===== src/rtl/pid_sample_scheduler_pkg.sv =====
// rtl/pid_sample_scheduler_pkg.sv - shared types, constants and duty saturation helper
package pid_sample_scheduler_pkg;

  localparam int NUM_CH = 2;

  typedef enum logic [2:0] {
    ST_IDLE,
    ST_LATCH,
    ST_START,
    ST_WAIT,
    ST_STORE,
    ST_APPLY
  } state_e;

  typedef struct packed {
    logic        dir;
    logic [15:0] duty;
  } sat_t;

  // Magnitude is computed in 17 bits so that -32768 becomes +32768 and saturates.
  function automatic sat_t sat_abs(input logic [15:0] result, input logic [15:0] duty_max);
    logic [16:0] mag;
    sat_t        s;
    mag    = result[15] ? (17'd0 - {result[15], result}) : {1'b0, result};
    s.dir  = result[15];
    s.duty = (mag > {1'b0, duty_max}) ? duty_max : mag[15:0];
    return s;
  endfunction

endpackage


===== src/rtl/pid_sample_scheduler_sample_tick_gen.sv =====
// rtl/pid_sample_scheduler_sample_tick_gen.sv - free-running divider producing the control sample tick
module sample_tick_gen #(
  parameter int unsigned DIV = 100000
) (
  input  logic clk_i,
  input  logic rst_i,
  output logic tick_o
);

  localparam int unsigned CW = (DIV > 1) ? $clog2(DIV) : 1;

  logic [CW-1:0] cnt_q, cnt_d;

  assign tick_o = (cnt_q == CW'(DIV - 1));

  always_comb begin
    cnt_d = tick_o ? '0 : cnt_q + 1'b1;
  end

  always_ff @(posedge clk_i or posedge rst_i) begin
    if (rst_i) begin
      cnt_q <= '0;
    end else begin
      cnt_q <= cnt_d;
    end
  end

endmodule


===== src/rtl/pid_sample_scheduler.sv =====
// rtl/pid_sample_scheduler.sv - sequences one shared PID unit over both motor channels per sample
module pid_sample_scheduler
  import pid_sample_scheduler_pkg::*;
#(
  parameter int unsigned SAMPLE_DIV  = 100000,
  parameter int unsigned PWM_W       = 10,
  parameter int unsigned DUTY_MAX    = 1000,
  parameter int unsigned PID_TIMEOUT = 255
) (
  input  logic                     CLK100MHZ,
  input  logic                     CPU_RESET,
  input  logic                     enable,
  input  logic signed [15:0]       enc_count_0,
  input  logic signed [15:0]       enc_count_1,
  input  logic                     sp_wr,
  input  logic                     sp_ch,
  input  logic signed [15:0]       sp_data,
  output logic                     pid_start,
  output logic                     pid_ch,
  output logic signed [15:0]       pid_setpoint,
  output logic signed [15:0]       pid_meas,
  input  logic                     pid_done,
  input  logic signed [15:0]       pid_result,
  output logic [PWM_W-1:0]         duty_0,
  output logic [PWM_W-1:0]         duty_1,
  output logic                     dir_0,
  output logic                     dir_1,
  output logic                     sample_tick,
  output logic                     update_done,
  output logic                     overrun,
  output logic [NUM_CH-1:0]        timeout_flt,
  input  logic                     flt_clr
);

  localparam int unsigned TW = $clog2(PID_TIMEOUT + 1);

  state_e            state_q, state_d;
  logic              ch_q, ch_d;
  logic [TW-1:0]     wait_q, wait_d;
  logic              got_q, got_d;
  logic [15:0]       res_q, res_d;
  logic [15:0]       enc      [NUM_CH];
  logic [15:0]       prev_q   [NUM_CH];
  logic [15:0]       prev_d   [NUM_CH];
  logic [15:0]       meas_q   [NUM_CH];
  logic [15:0]       meas_d   [NUM_CH];
  logic [15:0]       shadow_q [NUM_CH];
  logic [15:0]       shadow_d [NUM_CH];
  logic [15:0]       active_q [NUM_CH];
  logic [15:0]       active_d [NUM_CH];
  logic [15:0]       held_q   [NUM_CH];
  logic [15:0]       held_d   [NUM_CH];
  logic [PWM_W-1:0]  duty_q   [NUM_CH];
  logic [PWM_W-1:0]  duty_d   [NUM_CH];
  logic [NUM_CH-1:0] dir_q, dir_d;
  logic              overrun_q, overrun_d;
  logic [NUM_CH-1:0] tmo_q, tmo_d;
  sat_t              sat_c    [NUM_CH];

  sample_tick_gen #(.DIV(SAMPLE_DIV)) u_tick (
    .clk_i  (CLK100MHZ),
    .rst_i  (CPU_RESET),
    .tick_o (sample_tick)
  );

  assign enc[0] = enc_count_0;
  assign enc[1] = enc_count_1;

  always_comb begin
    for (int i = 0; i < NUM_CH; i++) begin
      sat_c[i] = sat_abs(held_q[i], 16'(DUTY_MAX));
    end
  end

  always_comb begin
    state_d   = state_q;
    ch_d      = ch_q;
    wait_d    = wait_q;
    got_d     = got_q;
    res_d     = res_q;
    prev_d    = prev_q;
    meas_d    = meas_q;
    shadow_d  = shadow_q;
    active_d  = active_q;
    held_d    = held_q;
    duty_d    = duty_q;
    dir_d     = dir_q;
    overrun_d = flt_clr ? 1'b0 : overrun_q;
    tmo_d     = flt_clr ? '0 : tmo_q;

    if (sample_tick && (state_q != ST_IDLE)) begin
      overrun_d = 1'b1;
    end
    // LATCH copies shadow_q, so a write landing in that cycle waits for the next sample.
    if (sp_wr) begin
      shadow_d[sp_ch] = sp_data;
    end

    if (!enable) begin
      state_d = ST_IDLE;
      got_d   = 1'b0;
      dir_d   = '0;
      for (int i = 0; i < NUM_CH; i++) begin
        held_d[i] = '0;
        duty_d[i] = '0;
        if (sample_tick) begin
          prev_d[i] = enc[i];
        end
      end
    end else begin
      unique case (state_q)
        ST_IDLE: begin
          if (sample_tick) begin
            state_d = ST_LATCH;
          end
        end
        ST_LATCH: begin
          for (int i = 0; i < NUM_CH; i++) begin
            meas_d[i]   = enc[i] - prev_q[i];
            prev_d[i]   = enc[i];
            active_d[i] = shadow_q[i];
          end
          ch_d    = 1'b0;
          state_d = ST_START;
        end
        ST_START: begin
          wait_d  = '0;
          got_d   = 1'b0;
          state_d = ST_WAIT;
        end
        ST_WAIT: begin
          if (pid_done) begin
            got_d   = 1'b1;
            res_d   = pid_result;
            state_d = ST_STORE;
          end else if (wait_q == TW'(PID_TIMEOUT - 1)) begin
            tmo_d[ch_q] = 1'b1;
            state_d     = ST_STORE;
          end else begin
            wait_d = wait_q + 1'b1;
          end
        end
        ST_STORE: begin
          if (got_q) begin
            held_d[ch_q] = res_q;
          end
          if (ch_q == 1'b0) begin
            ch_d    = 1'b1;
            state_d = ST_START;
          end else begin
            state_d = ST_APPLY;
          end
        end
        ST_APPLY: begin
          for (int i = 0; i < NUM_CH; i++) begin
            duty_d[i] = PWM_W'(sat_c[i].duty);
            dir_d[i]  = sat_c[i].dir;
          end
          state_d = ST_IDLE;
        end
        default: state_d = ST_IDLE;
      endcase
    end
  end

  always_ff @(posedge CLK100MHZ or posedge CPU_RESET) begin
    if (CPU_RESET) begin
      state_q   <= ST_IDLE;
      ch_q      <= 1'b0;
      wait_q    <= '0;
      got_q     <= 1'b0;
      res_q     <= '0;
      prev_q    <= '{default: '0};
      meas_q    <= '{default: '0};
      shadow_q  <= '{default: '0};
      active_q  <= '{default: '0};
      held_q    <= '{default: '0};
      duty_q    <= '{default: '0};
      dir_q     <= '0;
      overrun_q <= 1'b0;
      tmo_q     <= '0;
    end else begin
      state_q   <= state_d;
      ch_q      <= ch_d;
      wait_q    <= wait_d;
      got_q     <= got_d;
      res_q     <= res_d;
      prev_q    <= prev_d;
      meas_q    <= meas_d;
      shadow_q  <= shadow_d;
      active_q  <= active_d;
      held_q    <= held_d;
      duty_q    <= duty_d;
      dir_q     <= dir_d;
      overrun_q <= overrun_d;
      tmo_q     <= tmo_d;
    end
  end

  assign pid_start    = (state_q == ST_START) && enable;
  assign pid_ch       = ch_q;
  assign pid_setpoint = active_q[ch_q];
  assign pid_meas     = meas_q[ch_q];
  assign update_done  = (state_q == ST_APPLY);
  assign duty_0       = duty_q[0];
  assign duty_1       = duty_q[1];
  assign dir_0        = dir_q[0];
  assign dir_1        = dir_q[1];
  assign overrun      = overrun_q;
  assign timeout_flt  = tmo_q;

endmodule


===== config.mk =====
export PLATFORM = sky130hd
export DESIGN_NAME = pid_sample_scheduler
export DESIGN_NICKNAME = d
export VERILOG_FILES = /design/src/rtl/pid_sample_scheduler_pkg.sv /design/src/rtl/pid_sample_scheduler_sample_tick_gen.sv /design/src/rtl/pid_sample_scheduler.sv
export SDC_FILE = /design/constraint.sdc
export NUM_CORES = 1
export LEC_CHECK = 0
export BUFFER_PORTS_ARGS = -buffer_cell sky130_fd_sc_hd__buf_2
export CELL_PAD_IN_SITES_DETAIL_PLACEMENT = 1
export CELL_PAD_IN_SITES_GLOBAL_PLACEMENT = 1
export CORE_ASPECT_RATIO = 2
export CORE_MARGIN = 3
export CORE_UTILIZATION = 50
export CTS_CLUSTER_DIAMETER = 80
export DETAILED_ROUTE_END_ITERATION = 8
export GPL_ROUTABILITY_DRIVEN = 0
export GPL_TIMING_DRIVEN = 0
export PLACE_DENSITY_LB_ADDON = 0.1
export SETUP_SLACK_MARGIN = 0.1
export SYNTH_ARGS = -nofsm -noshare
export SYNTH_HDL_FRONTEND = slang
export SYNTH_SLANG_ARGS = --single-unit

===== constraint.sdc =====
create_clock -name CLK100MHZ -period 22.1 [get_ports CLK100MHZ]
set_clock_uncertainty 0.2 [all_clocks]
set_input_delay 4.42 -clock CLK100MHZ [delete_from_list [all_inputs] [get_ports CLK100MHZ]]
set_output_delay 4.42 -clock CLK100MHZ [all_outputs]
set_load 0.005 [all_outputs]

* After elaboration in Yosys (flattened, before gate mapping)
Cells that the tools add are included.
** Cells by class
- Add/subtract/negate cells :: 6
- Magnitude comparators :: 8
- Equality and inequality tests :: 17
- Mux-type cells :: 50
- Bitwise gates (word level) :: 3
- Reduce and logical (&&, ||, !) cells :: 19
** Operators with widths (count)
- two-way mux 16 bit :: 10
- two-way mux 32 bit :: 5
- bitwise mux 32 bit :: 2
- two-way mux 17 bit :: 3
- two-way mux 20 bit :: 2
- greater-than comparator 17 x 10 -> 1 bit (second input constant) :: 2
- subtractor 1 x 16 -> 17 bit (first input constant) :: 2
- demux 16 bit (select 1 bit) :: 2
- subtractor 16 bit :: 2
- two-way mux 10 bit :: 2
- adder 17 x 1 -> 17 bit (second input constant) :: 1
- equality test 17 bit (second input constant) :: 1
- two-way mux 8 bit :: 2
- case mux 8 bit (2 select lines) :: 1
- two-way mux 3 bit :: 5
- case mux 3 bit (5 select lines) :: 1
- two-way mux 2 bit :: 7
- AND reduction 2 bit :: 6
- adder 8 x 1 -> 8 bit (second input constant) :: 1
- equality test 8 bit (second input constant) :: 1
- inequality test 2 x 1 -> 1 bit (second input constant) :: 4
- nonzero test 2 bit :: 4
- equality test 3 x 2 -> 1 bit (second input constant) :: 2
- equality test 3 bit (second input constant) :: 2
- 19 further kinds :: 33
** Storage, ports and cells
- Register bits :: 231
- Input port bits :: 71
- Logic and storage cells :: 124

* Logic depth before layout (Yosys ltp)
- Word-level depth :: 9
- Mapped depth :: 9
- Mapped depth without buffers :: 9

* Hierarchy
Synthesis repeated with hierarchy kept, for this count alone.
** Unflattened totals
- Cell total of the unflattened synthesis :: 1168
- Area total of the unflattened synthesis :: 11758.8 um^2
** Modules (own cells, without submodules)
- pid_sample_scheduler :: instances 1, cells an instance 1093, area each 10933.0 um^2, seq. area each 5355.1 um^2
- sample_tick_gen :: instances 1, cells an instance 75, area each 825.8 um^2, seq. area each 425.4 um^2

* Worst setup path after synthesis
No wires, ideal clock.
- Path type :: input port to output port
- Start :: in enable
- End :: out pid_start
- Data arrival time :: 5055 ps
- Required time :: 17480 ps
- Slack :: 12425 ps
- Stages :: 3
- Buffers on the path :: 2
- Cell sequence :: clkbuf_1 -> and3_1 -> clkbuf_1
** On the way
- Longest elaborated chain between the ends :: 1
** RTL lines
- from (decl) :: line pid_sample_scheduler.sv:12 : input logic enable,
- logical AND 1 bit :: line pid_sample_scheduler.sv:200 : assign pid_start = (state_q == ST_START) && enable;
- to (decl) :: line pid_sample_scheduler.sv:18 : output logic pid_start,
No other way between the ends.

* Worst setup path in the final report
Ends and elaborated chain as after synthesis.

==> impl_metrics.ini <==
[setup_path]
end_kind = output port
worstPathCellList = buf_2 > clkbuf_1 > and3_1 > clkbuf_1 > buf_2
worstSetupPathType = in2out
worstPathMaxFanout = 10
worstPathArrival_ns = 5.86
endpoint = pid_start
cp.required_ns = 17.48
r2r_slack_ns = 18.76
reg2reg_from = state_q[0]
start_kind = primary input
crit_slowest_cell = clkbuf_1
crit_cells = 5
critPathLaunch = enable
critPathMaxStageDelay_ns = 0.59
critical_path_buf_inv_count = 4
crit_family = buffers and inverters
r2r-end = active_q[23]
reg2reg_depth = 7

[cts]
clk_pin_slew_ns = 0.06
clock-sinks = 231
worstSkewPairLatency_ns = 0.53
cts_buffers = 22
cts_tree = yes
cts.htree.levels = 1
ctsRootBufferMaster = clkbuf_16
cts.path.max_buffers = 3
post_cts_buffers = 0
ctsHoldBuffers = 0
cts-resized-gates = 0

[yosys]
synth-seq-cells = 231
syn_avg_cell_area_sq_um = 10.6
syn_nets = 1205
synth-adder-area-share_pct = 4.13
synth_top_family_by_area = simple AND/OR/NAND/NOR gates
ys_seq_area_share_pct = 49.9
netlist_area_sq_um = 11600
dominantRegCellSynth = dfrtp_1
synth_compound_area_share_pct = 13.2
yosys.cell_types.count = 69
synthXorXnorAreaFrac_pct = 4.08
yosys_warnings = 0
synth_mux_area_share_pct = 11.1
synthCells = 1097
synth_edf_count = 0
ys_async_sr_fraction_pct = 100
synthSimpleGateAreaFrac_pct = 13.9

[floorplan]
io_pins = 132
dieWidth_um = 114
start_util_pct = 50.9
die_y_um = 221
std_cell_rows = 78
core-area_sq_um = 22700
dieArea_sq_um = 25100

[finish]
drive_gt1_share_pct = 24.2
area_delta_synth_final_pct = 15.2
final_cell_area_sq_um = 13300
fillerInstances = 2552
fin_nets = 1361

[global_routing]
grt_pass1_wl_um = 50500
grt_pass1_vias = 9844
grt_max_degree = 123
antenna_found_initial = 1
grtUsageTotal_pct = 25.4
grt_overflow = 0

[sta]
finalMaxSlewViolations = 0
maxSlewHeadroom_pct = 13.9
min_period_over_period_pct = 47.4
finalSetupViolCount = 0
max_freq_mhz = 95.4
hold_viol = 0
hold_slack_ns = 0.266
fin_tns_setup_ns = 0
tightest_slew_ns = 1.28
period_needed_ns = 10.48
grt_setup_unrepaired = false

[power_and_ir_drop]
p_total_mw = 1.47
power_density_nw_per_um2 = 110
peakVddDrop_mv = 0.0786
p_leak_nw = 6.43

[route]
drc = 0
vias = 8929
drt-total-wl_um = 31600
first_iter_violations = 369
drtAntennaViolNets = 0
drt_pass1_iterations = 4
wire_per_inst_um = 20.4
viasPerCell = 5.76

[placed_design]
numPortBuffers = 131
placed_area_sq_um = 12600
dp_hpwl_um = 23800

[hold_path]
whs_path_depth = 2
hold_path.class = reg2reg

[outcome]
outcome = finished, final reports clean

[run]
max_cap_viol_count = 0
## worst min path at each step
stage                       startpoint           end  slack, ns
after floorplan            shadow_q[0]   active_q[0]       0.23
after global placement    shadow_q[21]  active_q[21]       0.24
after detailed placement  shadow_q[13]  active_q[13]       0.25
after CTS                 shadow_q[13]  active_q[13]       0.27
after global routing       shadow_q[4]   active_q[4]       0.29
final                     shadow_q[12]  active_q[12]       0.27
## sequential cells by signal, summed over array words and instances (netlist names)
name          count
active_q         32
timeout_flt       2
u_tick.cnt_q     17
duty_1           10
prev_q           32
dir_q             2
got_q             1
shadow_q         32
held_q           32
meas_q           32
duty_0           10
wait_q            8
overrun           1
pid_ch            1
res_q            16
state_q           3
## final cells by class
class	instances	area [sq um]	area share [%]
Antenna cell	2	5.00	0.0375
Tap cell	280	350	2.63
Sequential cell	231	5780	43.3
Clock inverter	8	78.8	0.591
Clock buffer	31	634	4.76
Multi-Input combinational cell	765	5370	40.2
Buffer	46	224	1.68
Inverter	55	214	1.60
Timing Repair Buffer	132	683	5.12
## synth_stat cells (all sizes together) (25+ instances only)
master	n	share of area, %
a22o	32	2.4
mux2	112	11
inv	55	1.8
xnor2	30	2.3
nor2	52	1.7
dfrtp	231	50
nand3	25	1.1
o21ai	53	2.3
a21oi	30	1.3
ha	35	3.8
clkbuf	35	1.3
nand2	163	5.3
## tightest hold or removal path, stage by stage (launching register included)
cell,delay [ns]
dfrtp_1,0.34
nand2_1,0.05
nand2_1,0.05
## logic make-up (layout without fill, tap and decap cells)
kind of cell,Yosys count,in the layout
DFF,231,231
other,0,2
buffers and inverters,101,272
xor gates and xnor gates,54,54
muxes,114,114
adders and majority gates,37,37
and+or+nand+nor,342,342
AOI/OAI and AO/OA,218,218
## per-stage QoR
| step | cells | util [%] | setup WS, ns |
|---|---|---|---|
| 3_3_place_gp | 1508 | 55.3 | 8.46 |
| 6_report | 1550 | 58.7 | 11.62 |
| 3_5_place_dp | 1509 | 55.5 | 11.64 |
| 4_1_cts | 1548 | 58.6 | 11.63 |
| 5_1_grt | 1548 | 58.6 | 11.57 |
| 2_1_floorplan | 1097 | - | 11.15 |
## metal layers
metal	share of wire [%]	up-vias	GRT usage, %
li1	-	4173	-
met1	34	4485	24.7
met2	58	198	50.2
met3	3.1	73	2.90
met4	5.4	0	12.8
met5	0	-	0
## cell usage in the layout (no fill, tap or decap), types with 5 or more instances in the layout
master,synthesis,routed
nand3_1,25,25
o31ai_1,13,13
nand2_1,163,163
a22o_1,31,31
a21o_1,11,11
nor2b_1,11,11
a31oi_1,13,13
and3_1,10,10
a21oi_1,30,30
xnor2_1,30,30
nor2_1,52,52
buf_2,3,134
clkbuf_16,0,22
xor2_1,24,24
nand4_1,10,10
a21boi_0,5,5
clkinv_2,0,5
o211ai_1,5,5
or3_1,9,9
a211oi_1,9,9
ha_1,35,35
clkbuf_1,33,37
nand2b_1,12,12
clkbuf_8,1,6
o21a_1,12,12
mux2_2,112,112
o31a_1,5,5
dfrtp_1,231,231
inv_1,55,54
o21ai_0,52,52
nor3_1,19,19
## power by group
part | switching, mW | internal (mW)
clock | 0.165 | 0.213
combinational | 0.271 | 0.229
sequential | 0.0621 | 0.526
total | 0.498 | 0.968
Note: power is estimated with default switching activity, not from simulation.
